## config.mk

```make
export PLATFORM = sky130hd
export DESIGN_NAME = program_counter
export DESIGN_NICKNAME = d
export VERILOG_FILES = /design/src/rtl/pc_pkg.sv /design/src/rtl/pc_incrementer.sv /design/src/rtl/program_counter.sv
export SDC_FILE = /design/constraint.sdc
export NUM_CORES = 1
export LEC_CHECK = 0
export BUFFER_PORTS_ARGS = -buffer_cell sky130_fd_sc_hd__buf_2
export CELL_PAD_IN_SITES_DETAIL_PLACEMENT = 0
export CELL_PAD_IN_SITES_GLOBAL_PLACEMENT = 1
export CORE_UTILIZATION = 30
export DETAILED_ROUTE_END_ITERATION = 16
export PLACE_DENSITY_LB_ADDON = 0.1
export SLEW_MARGIN = 40
export SYNTH_ARGS = -nofsm -noshare
export SYNTH_HDL_FRONTEND = slang
export SYNTH_SLANG_ARGS = --single-unit
```

## constraint.sdc

```tcl
create_clock -name clk -period 1.5 [get_ports clk]
set_clock_uncertainty 0.05 [all_clocks]
set_input_delay 0.225 -clock clk [delete_from_list [all_inputs] [get_ports clk]]
set_output_delay 0.225 -clock clk [all_outputs]
set_load 0.02 [all_outputs]
```

## src/rtl/pc_pkg.sv

```systemverilog
`default_nettype none
// ============================================================================
// Module      : pc_pkg
// Description : Shared width, reset vector, address type and decoded
//               operation encoding for the program counter.
// Revision    : 1.0 - initial release
// ============================================================================
package pc_pkg;

    localparam int             PC_WIDTH        = 8;
    localparam logic [7:0]     PC_RESET_VECTOR = 8'h00;

    typedef logic [PC_WIDTH-1:0] pc_t;

    // Decoded counter operation; LOAD has priority over INC in the decoder.
    typedef enum logic [1:0] {
        PC_HOLD = 2'd0,
        PC_INC  = 2'd1,
        PC_LOAD = 2'd2
    } pc_op_e;

endpackage : pc_pkg
`default_nettype wire

```

## src/rtl/pc_incrementer.sv

```systemverilog
`default_nettype none
// ============================================================================
// Module      : pc_incrementer
// Description : Combinational a+1 with carry-out. The carry marks the
//               all-ones to zero roll-over of the program counter.
// Revision    : 1.0 - initial release
// ============================================================================
module pc_incrementer #(
    parameter int WIDTH = 8
) (
    input  logic [WIDTH-1:0] a,
    output logic [WIDTH-1:0] sum,
    output logic             carry
);

    // One extra bit on the adder exposes the carry-out directly.
    always_comb begin
        {carry, sum} = {1'b0, a} + {{WIDTH{1'b0}}, 1'b1};
    end

endmodule : pc_incrementer
`default_nettype wire

```

## src/rtl/program_counter.sv

```systemverilog
`default_nettype none
// ============================================================================
// Module      : program_counter
// Description : Program counter for the CPU8bit core. Holds, increments by
//               one (modulo 2**WIDTH) or loads an absolute jump target.
//               Output is a pure register with asynchronous active-high reset.
//               Optional macro PC_WRAP_FLAG_EN adds the registered pc_wrap
//               pulse, high for one cycle after an increment rolls over.
// Revision    : 1.0 - initial release
// ============================================================================
module program_counter
    import pc_pkg::*;
#(
    parameter int               WIDTH        = PC_WIDTH,
    parameter logic [WIDTH-1:0] RESET_VECTOR = PC_RESET_VECTOR
) (
    input  logic             clk,
    input  logic             rst,
    input  logic             jump,
    input  logic             up,
    input  logic [WIDTH-1:0] in,
`ifdef PC_WRAP_FLAG_EN
    output logic             pc_wrap,
`endif
    output logic [WIDTH-1:0] PC_next
);

    pc_op_e           op;
    logic [WIDTH-1:0] pc_inc;
    logic [WIDTH-1:0] pc_d;
`ifdef PC_WRAP_FLAG_EN
    logic             inc_carry;
`else
    // Carry is only meaningful for the wrap flag; without it the bit is spare.
    logic             inc_carry_unused;
`endif

    pc_incrementer #(
        .WIDTH (WIDTH)
    ) u_incrementer (
        .a     (PC_next),
        .sum   (pc_inc),
`ifdef PC_WRAP_FLAG_EN
        .carry (inc_carry)
`else
        .carry (inc_carry_unused)
`endif
    );

    // Priority decode: jump wins over up, otherwise hold.
    always_comb begin
        op = PC_HOLD;
        if (jump) begin
            op = PC_LOAD;
        end else if (up) begin
            op = PC_INC;
        end
    end

    // Next-value select for the PC register.
    always_comb begin
        pc_d = PC_next;
        case (op)
            PC_LOAD: pc_d = in;
            PC_INC:  pc_d = pc_inc;
            default: pc_d = PC_next;
        endcase
    end

    // PC register; reset takes effect immediately and discards pending ops.
    always_ff @(posedge clk or posedge rst) begin
        if (rst) begin
            PC_next <= RESET_VECTOR;
        end else begin
            PC_next <= pc_d;
        end
    end

`ifdef PC_WRAP_FLAG_EN
    // Wrap pulse: set only by an increment carrying out, never by a jump to 0.
    always_ff @(posedge clk or posedge rst) begin
        if (rst) begin
            pc_wrap <= 1'b0;
        end else begin
            pc_wrap <= (op == PC_INC) && inc_carry;
        end
    end
`endif

endmodule : program_counter
`default_nettype wire

```

==> results of run 1 <==
==> layout make-up <==
cell class                      count  area (um2)
Sequential cell                     8         200
Timing Repair Buffer               20         105
Inverter                            1        3.75
Clock buffer                        3        22.5
Fill cell                         142         761
Multi-Input combinational cell     37         223
Tap cell                           15        18.8
==> cells by family (layout without fill, tap and decap cells) <==
kind of cell    count (synthesis)  in the layout
compound gates                  8              8
simple gates                   23             23
xor+xnor                        4              4
buf+inv                         4             24
mux                             1              1
fa+ha+maj                       1              1
flops                           8              8
==> metal layers <==
layer,GRT usage (%),vias to the layer above,wire length [um]
met4,7.50,0,7
met1,20.2,157,492
li1,-,213,-
met5,0,-,0
met2,22.6,13,378
met3,3.33,2,49
==> worst paths after layout <==
check / slack [ns] / cells after the start / end
max in group asynchronous: 0.75 / 3 / PC_next[3]$_DFFE_PP0P_
setup reg to reg: 0.15 / 4 / PC_next[6]$_DFFE_PP0P_
min in group asynchronous: 0.41 / 3 / PC_next[5]$_DFFE_PP0P_
setup / recovery: 0.15 / 4 / PC_next[6]$_DFFE_PP0P_
hold / removal: 0.13 / 3 / PC_next[2]$_DFFE_PP0P_
hold reg to reg: 0.53 / 2 / PC_next[7]$_DFFE_PP0P_
==> cell usage in the layout (no fill, tap or decap) <==
master,netlist,routed
buf_2,0,19
clkbuf_4,0,3
dfrtp_1,8,8
dlygate4sd3_1,0,1
ha_1,1,1
inv_1,1,1
mux2i_1,1,1
nand2_1,10,10
nand3_1,3,3
nand4_1,3,3
nand4_2,1,1
nor2b_1,3,3
o21ai_0,5,5
o21ai_1,3,3
or4_1,3,3
xnor2_1,1,1
xor2_1,3,3
==> report_power, final <==
group	total [mW]	internal [mW]	switching (mW)
combinational	0.133	0.0556	0.0771
clock	0.162	0.0914	0.0704
sequential	0.270	0.240	0.0303
total	0.565	0.387	0.178
==> worst reg2reg max path, stage by stage, from the launching register on <==
cell	delay [ns]
dfrtp_1	0.44
ha_1	0.20
nand2_1	0.10
or4_1	0.40
nand3_1	0.10
==> per-stage QoR <==
stage                     power [mW]  area (um2)  setup WS (ns)  util [%]
final                          0.565         573          0.154      43.0
after global routing           0.611         573         0.0574      43.0
after CTS                      0.578         573          0.144      43.0
after detailed placement       0.407         541          0.159      40.5
after global placement         0.407         541          0.185      40.5
after floorplan                0.357         442          0.124         -
==> results.cfg, run 1 <==
[die]
chipHeight_um = 40.4
die_w_um = 40.4
die-area_mm2 = 0.00163
ioPinCount = 20
core_area_mm2 = 0.00133
core.rowCount = 13
initial_utilization_pct = 33.1

[power_and_ir_drop]
leakagePower_nw = 0.279
ir_drop_mv = 0.489
pwr_density_cell_mw_per_mm2 = 985

[sta]
maxSlewViolCount = 0
tns_ns = 0
setup_viol = 0
hold_viol_final = 0
fin_crit_sh_pct = 89.7
rsz0062_at_grt = false
fin_hold_ws_ns = 0.131
fmax_mhz = 743
worst_slew_pin_slew_ns = 0.308
slew_headroom_pct = 79.4
finalCriticalPeriod_ns = 1.35

[drt]
wire_per_inst_um = 11.0
vias_per_cell = 4.58
drt-pass1-iter-count = 2
vias = 385
drc = 0
drtIter0Drc = 1
ant_nets = 0
wl_um = 927

[job]
max_cap_violations = 0

[critical_path]
arrival_ns = 1.48
r2r-start = PC_next[0]$_DFFE_PP0P_
worstPathCellList = ha_1 -> nand2_1 -> or4_1 -> nand3_1
crit_type = reg2reg
worst_ep_required_time_ns = 1.63
crit_slowest_cell = dfrtp_1
critPathBufInv = 0
max_stage_delay_ns = 0.44
crit_family = simple AND/OR/NAND/NOR gates
critPathLaunchType = register
cp-startpoint = PC_next[0]$_DFFE_PP0P_
worst_setup_path_end_kind = register
crit_fanout = 5

[worst_hold_path]
min-delay-start = in[2]
hold_path.class = in2reg

[place]
placed_cells = 80
hpwl_um = 686
portBuffers = 19
place_congestion = 0.670

[clocking]
cts_hold_buf = 1
clk_latency_ns = 0.25
cts_max_path_buffers = 2
numCtsBuffers = 3
clkSlewWorstSetupHoldPaths_ns = 0.05
cts_tree = built
post_cts_buffers = 0
cts_resized = 0
clkSinkCount = 8
h-tree-depth = 1
clock_tree.root_cell = clkbuf_4

[global_route]
grt_pass1_vias = 351
antenna_found_initial = 0
grt.total_usage_pct = 15.1
grt-ovfl-total = 0
grt_pass1_wl_mm = 1.56
grt_max_degree = 20

[finish]
layout.cells.non_filler = 84
largest_reg_flops = 8
syn_to_final_growth_pct = 29.7
layout-drive-gt1-share_pct = 33.3
antenna_cells = 0
reg_top3 = PC_next x8
regMostFlops = PC_next
fin_nets = 84

[synthesis]
synth_top_family_by_area = simple AND/OR/NAND/NOR gates
synth_area_leader_cell = dfrtp_1
synth_cells = 49
ys_seq_elements = 8
yosysUniqueCellTypes = 16
syn_nets = 62
synth-edff-count = 0
yosysMostFrequentCell = nand2_1
synth_top_area_share_pct = 45.3
synth_adder_area_share_pct = 2.83
syn_area_um2 = 442
synth_compound_area_share_pct = 9.07
async_flop_share_pct = 100
yosysSeqAreaShare_pct = 45.3
synth_xor_area_share_pct = 7.93
yosys.area_share.simple_pct = 28.3
netlist_top_cells_count = 10 x nand2_1, 8 x dfrtp_1, 5 x o21ai_0
synth_area_leaders = dfrtp_1 45%, nand2_1 8.5%, xor2_1 5.9%
syn_avg_cell_area_um2 = 9.01
yosysWarnings = 0
synth_ff_type = dfrtp_1
synth.area.mux_share_pct = 2.27

[status]
status = completed
(Power assumes the default switching activity.)
==> run 2, diff against run 1 <==
--- a/config.mk
+++ b/config.mk
@@ -5,7 +5,7 @@
 export SDC_FILE = /design/constraint.sdc
 export NUM_CORES = 1
 export LEC_CHECK = 0
-export BUFFER_PORTS_ARGS = -buffer_cell sky130_fd_sc_hd__buf_2
+export BUFFER_PORTS_ARGS = -buffer_cell sky130_fd_sc_hd__clkbuf_2
 export CELL_PAD_IN_SITES_DETAIL_PLACEMENT = 0
 export CELL_PAD_IN_SITES_GLOBAL_PLACEMENT = 1
 export CORE_UTILIZATION = 30
==> run 2 against run 1 <==
Global-route usage is 0.93 points lower; core utilization grew 0.56 points; via count increased by 7.8%; register-to-register slack is essentially flat; flip-flop and latch count unchanged; largest power group unchanged; highest routed layer is now met3.
==> results.cfg, run 2 (same netlist as run 1, synthesis figures left out) <==
[place]
dpl_worst_slack_ns = 0.179
hpwl_um = 692
place_congestion = 0.681
placed_cells = 81
portBuffers = 19

[global_route]
grt-ovfl-total = 0
grt_max_degree = 11
grt_pass1_wl_mm = 1.45
antenna_found_initial = 0
grt_pass1_vias = 333
grt.total_usage_pct = 14.2

[drt]
vias = 415
drt-pass1-iter-count = 2
wl_um = 874
drc = 0
wire_per_inst_um = 10.3
ant_nets = 0
vias_per_cell = 4.88
drtIter0Drc = 3

[sta]
tns_ns = 0
slew_headroom_pct = 79.4
worst_slew_pin_slew_ns = 0.309
rsz0062_at_grt = false
hold_viol_final = 0
fin_hold_ws_ns = 0.139
maxSlewViolCount = 0
fin_crit_sh_pct = 89.7
finalCriticalPeriod_ns = 1.34
setup_viol = 0
setup_ws_ns = 0.155
fmax_mhz = 744

[finish]
reg_top3 = PC_next x8
layout_common_cells = 19 x clkbuf_2, 10 x nand2_1, 8 x dfrtp_1
regMostFlops = PC_next
antenna_cells = 0
syn_to_final_growth_pct = 31.4
final_common_cell = clkbuf_2
fin_nets = 85
layout.cells.non_filler = 85
largest_reg_flops = 8
layout-drive-gt1-share_pct = 34.3

[die]
core.rowCount = 13
ioPinCount = 20
core_area_mm2 = 0.00133
die_w_um = 40.4
chipHeight_um = 40.4
initial_utilization_pct = 33.1
die-area_mm2 = 0.00163

[critical_path]
cp-startpoint = PC_next[0]$_DFFE_PP0P_
crit_type = reg2reg
worstPathCellList = ha_1 -> nand2_1 -> or4_1 -> nand3_1
crit_family = simple AND/OR/NAND/NOR gates
rrSetupSlack_ns = 0.16
r2r_end = PC_next[6]$_DFFE_PP0P_
crit_fanout = 5
worst_setup_path_end_kind = register
r2r-start = PC_next[0]$_DFFE_PP0P_
worst_ep_required_time_ns = 1.63
arrival_ns = 1.48
crit_slowest_cell = dfrtp_1
critPathLaunchType = register
critPathBufInv = 0
r2r_cells = 4
max_stage_delay_ns = 0.45

[power_and_ir_drop]
p_switching_mw = 0.175
seqPwrFrac_pct = 48.2
intPower_mw = 0.388
pwr-share-clk_pct = 27.9
leakagePower_nw = 0.286
p_comb_share_pct = 23.8
pwr_density_cell_mw_per_mm2 = 969
ir_drop_mv = 0.354
switching_share_pct = 31.0

[clocking]
post_cts_buffers = 0
cts_max_path_buffers = 2
clkSlewWorstSetupHoldPaths_ns = 0.05
h-tree-depth = 1
cts_tree = built
clk_latency_ns = 0.25
clock_tree.root_cell = clkbuf_4
numCtsBuffers = 3
clkSinkCount = 8

[worst_hold_path]
min-delay-start = in[2]
hold_path.class = in2reg
whs_endpoint = PC_next[2]$_DFFE_PP0P_
worstHoldPathCells = 3

[status]
status = completed

[job]
max_cap_violations = 0
run 2: cell types whose count changed in the layout (fill, tap and decap cells not counted), sizes merged:
cell    previous run  this run
clkbuf             3        22
buf               19         1
run 2: final cells by class:
type	instances	area, um2
Clock buffer	3	22.5
Tap cell	15	18.8
Sequential cell	8	200
Multi-Input combinational cell	37	223
Timing Repair Buffer	21	113
Fill cell	148	753
Inverter	1	3.75
run 2: metal layers:
layer	part of all wire [%]	track usage, %	up-vias
met5	0	0	-
met4	0	5.00	0
met3	5.8	8.33	0
met2	44	18.7	13
met1	50	18.8	185
li1	-	-	217
run 2: repair_timing:
action | in CTS | in global routing
hold endpoints to repair | 8 | 0
hold buffers | 1 | 0
resized for setup | 0 | 0
run 2: power by group through the flow:
| stage | sequential (mW) | combinational, mW | clock [mW] |
|---|---|---|---|
| final | 0.271 | 0.134 | 0.157 |
| after CTS | 0.272 | 0.137 | 0.169 |
| after global routing | 0.277 | 0.153 | 0.185 |
| after global placement | 0.275 | 0.135 | 0 |
| after floorplan | 0.299 | 0.0581 | 0 |
| after detailed placement | 0.276 | 0.134 | 0 |
run 2: tightest hold or removal path, delay by kind of cell:
| kind | cells | cell delay [ns] |
|---|---|---|
| buffers and inverters | 1 | 0.07 |
| AND/OR/NAND/NOR | 1 | 0.04 |
| AO/OA/AOI/OAI | 1 | 0.05 |
run 2: worst max path at each step:
stage                     cells after the start                      to  slack, ns
final                                         4  PC_next[6]$_DFFE_PP0P_       0.16
after global routing                          4  PC_next[6]$_DFFE_PP0P_       0.07
after CTS                                     4  PC_next[6]$_DFFE_PP0P_       0.17
after detailed placement                      4  PC_next[6]$_DFFE_PP0P_       0.18
after global placement                        4  PC_next[6]$_DFFE_PP0P_       0.18
after floorplan                               4  PC_next[6]$_DFFE_PP0P_       0.12
run 2: stage by stage:
step	power (mW)	area [um2]	util [%]
3_5_place_dp	0.409	548	41.1
2_1_floorplan	0.357	442	-
5_1_grt	0.615	581	43.5
6_report	0.562	581	43.5
4_1_cts	0.577	581	43.5
3_3_place_gp	0.409	548	41.1
==> run 3, diff against run 2 <==
--- a/config.mk
+++ b/config.mk
@@ -11,6 +11,7 @@
 export CORE_UTILIZATION = 30
 export DETAILED_ROUTE_END_ITERATION = 16
 export PLACE_DENSITY_LB_ADDON = 0.1
+export SETUP_SLACK_MARGIN = 0.4
 export SLEW_MARGIN = 40
 export SYNTH_ARGS = -nofsm -noshare
 export SYNTH_HDL_FRONTEND = slang
==> run 3 against run 2 <==
Setup slack better by 0.11 ns; flip-flop and latch count unchanged; wire length is 14% higher; global-route usage is 1.8 points higher; clock power up 16%; combinational power rose by 46%; cell area is 20% higher; non-clock buffer count is 5 higher; first-iteration DRC count fell by 67%; power grew 16%; maximum frequency grew 9.2%; largest cell class unchanged.
==> results.cfg, run 3 (same netlist as run 1, synthesis figures left out) <==
[status]
status = completed

[sta]
slew_headroom_pct = 78.9
setup_viol = 0
worst_slew_pin_slew_ns = 0.316
fin_crit_sh_pct = 82.1
finalCriticalPeriod_ns = 1.23
rsz0062_at_grt = true
fmax_mhz = 812
hold_viol_final = 0
tns_ns = 0
maxSlewViolCount = 0

[worst_hold_path]
worstHoldPathCells = 3
hold_path.class = in2reg

[global_route]
grt.total_usage_pct = 16.0
grt_max_degree = 12
grt_pass1_vias = 379
grt_pass1_wl_mm = 1.63
grt-ovfl-total = 0
antenna_found_initial = 0

[finish]
syn_to_final_growth_pct = 57.2
layout-drive-gt1-share_pct = 50.0
regArea_um2 = 208
reg_top3 = PC_next x8
fin_nets = 90
fin_area_um2 = 694
antenna_cells = 0
layout_common_cells = 11 x clkbuf_2, 9 x nand2_1, 7 x buf_6
multi_input_area_um2 = 246
layout.cells.non_filler = 91
fillers = 131
largest_reg_flops = 8
final_common_cell = clkbuf_2
regMostFlops = PC_next

[clocking]
clkSinkCount = 8
clk_latency_ns = 0.26
cts_max_path_buffers = 2
clock_tree.root_cell = clkbuf_4
cts_tree = built
h-tree-depth = 1
clkSlewWorstSetupHoldPaths_ns = 0.06
numCtsBuffers = 3

[critical_path]
worst_setup_path_end_kind = register
rrSetupSlack_ns = 0.27
r2r_cells = 3
crit_type = reg2reg
crit_fanout = 5
arrival_ns = 1.38
worst_ep_required_time_ns = 1.65
critPathLaunchType = register

[die]
chipHeight_um = 40.4
initial_utilization_pct = 33.1
core_area_mm2 = 0.00133
die-area_mm2 = 0.00163
core.rowCount = 13
die_w_um = 40.4
ioPinCount = 20

[place]
place_area_um2 = 571
hpwl_um = 729
place_congestion = 0.664
portBuffers = 19
placed_cells = 81

[drt]
wire_per_inst_um = 11.0
vias_per_cell = 4.70
drtIter0Drc = 1
wl_um = 999
ant_nets = 0
vias = 428
drc = 0
drt-pass1-iter-count = 5

[job]
max_cap_violations = 0

[power_and_ir_drop]
leakagePower_nw = 0.325
pwr_density_cell_mw_per_mm2 = 943
fin_total_pwr_mw = 0.655
ir_drop_mv = 0.643
[run 3: changes by cell type in the layout (fill, tap and decap cells not counted), moves of 2 or more]
cell      previous run  this run
buf_6                0         7
buf_2                0         2
dfrtp_2              0         6
buf_4                1         5
clkbuf_2            19        11
dfrtp_1              8         2
[run 3: critical path, stage by stage, from the launching register on]
cell     delay [ns]
dfrtp_2        0.43
nand4_1        0.12
or4_1          0.48
nand3_1        0.09
[run 3: final timing paths]
path / end / startpoint
max: PC_next[7]$_DFFE_PP0P_ / PC_next[1]$_DFFE_PP0P_
min: PC_next[2]$_DFFE_PP0P_ / in[2]
max reg2reg: PC_next[7]$_DFFE_PP0P_ / PC_next[1]$_DFFE_PP0P_
min reg2reg: PC_next[5]$_DFFE_PP0P_ / PC_next[5]$_DFFE_PP0P_
max in group asynchronous: PC_next[0]$_DFFE_PP0P_ / rst
min in group asynchronous: PC_next[7]$_DFFE_PP0P_ / rst
[run 3: cell type report]
cell class / instances / area share (%)
timing repair buffer: 26 / 27.6
sequential: 8 / 29.9
multi-input combinational: 37 / 35.5
inverter: 1 / 0.541
tap: 15 / 2.70
clock buffer: 4 / 3.78
[run 3: per-stage QoR]
stage | worst slack (ns) | hold slack (ns) | util, %
after global placement | 0.283 | 0.126 | 42.8
final | 0.268 | 0.119 | 52.1
after global routing | 0.186 | 0.124 | 52.1
after detailed placement | 0.289 | 0.120 | 42.8
after CTS | 0.283 | 0.116 | 47.4
after floorplan | 0.260 | -0.00975 | -
[run 3: power breakdown]
group / internal, mW / leakage (nW) / switching (mW) / total [mW]
Combinational: 0.104 / 0.220 / 0.0915 / 0.196
Clock: 0.102 / 0.0150 / 0.0801 / 0.182
Sequential: 0.243 / 0.0903 / 0.0335 / 0.277
[run 3: what timing repair did]
item                                   4_1_cts  5_1_grt
hold buffers                                 1        0
buffers inserted                             2        3
resized for setup                            3       20
setup endpoints to repair                   12       14
pin swaps                                    4        3
endpoints found under the hold margin        8        0
[run 3: routing by layer]
metal / vias to the layer above / share of wire, % / track usage [%]
met5: - / 0 / 0
li1: 226 / - / -
met2: 15 / 46 / 21.8
met1: 187 / 46 / 21.5
met4: 0 / 0 / 2.50
met3: 0 / 7.8 / 10.0
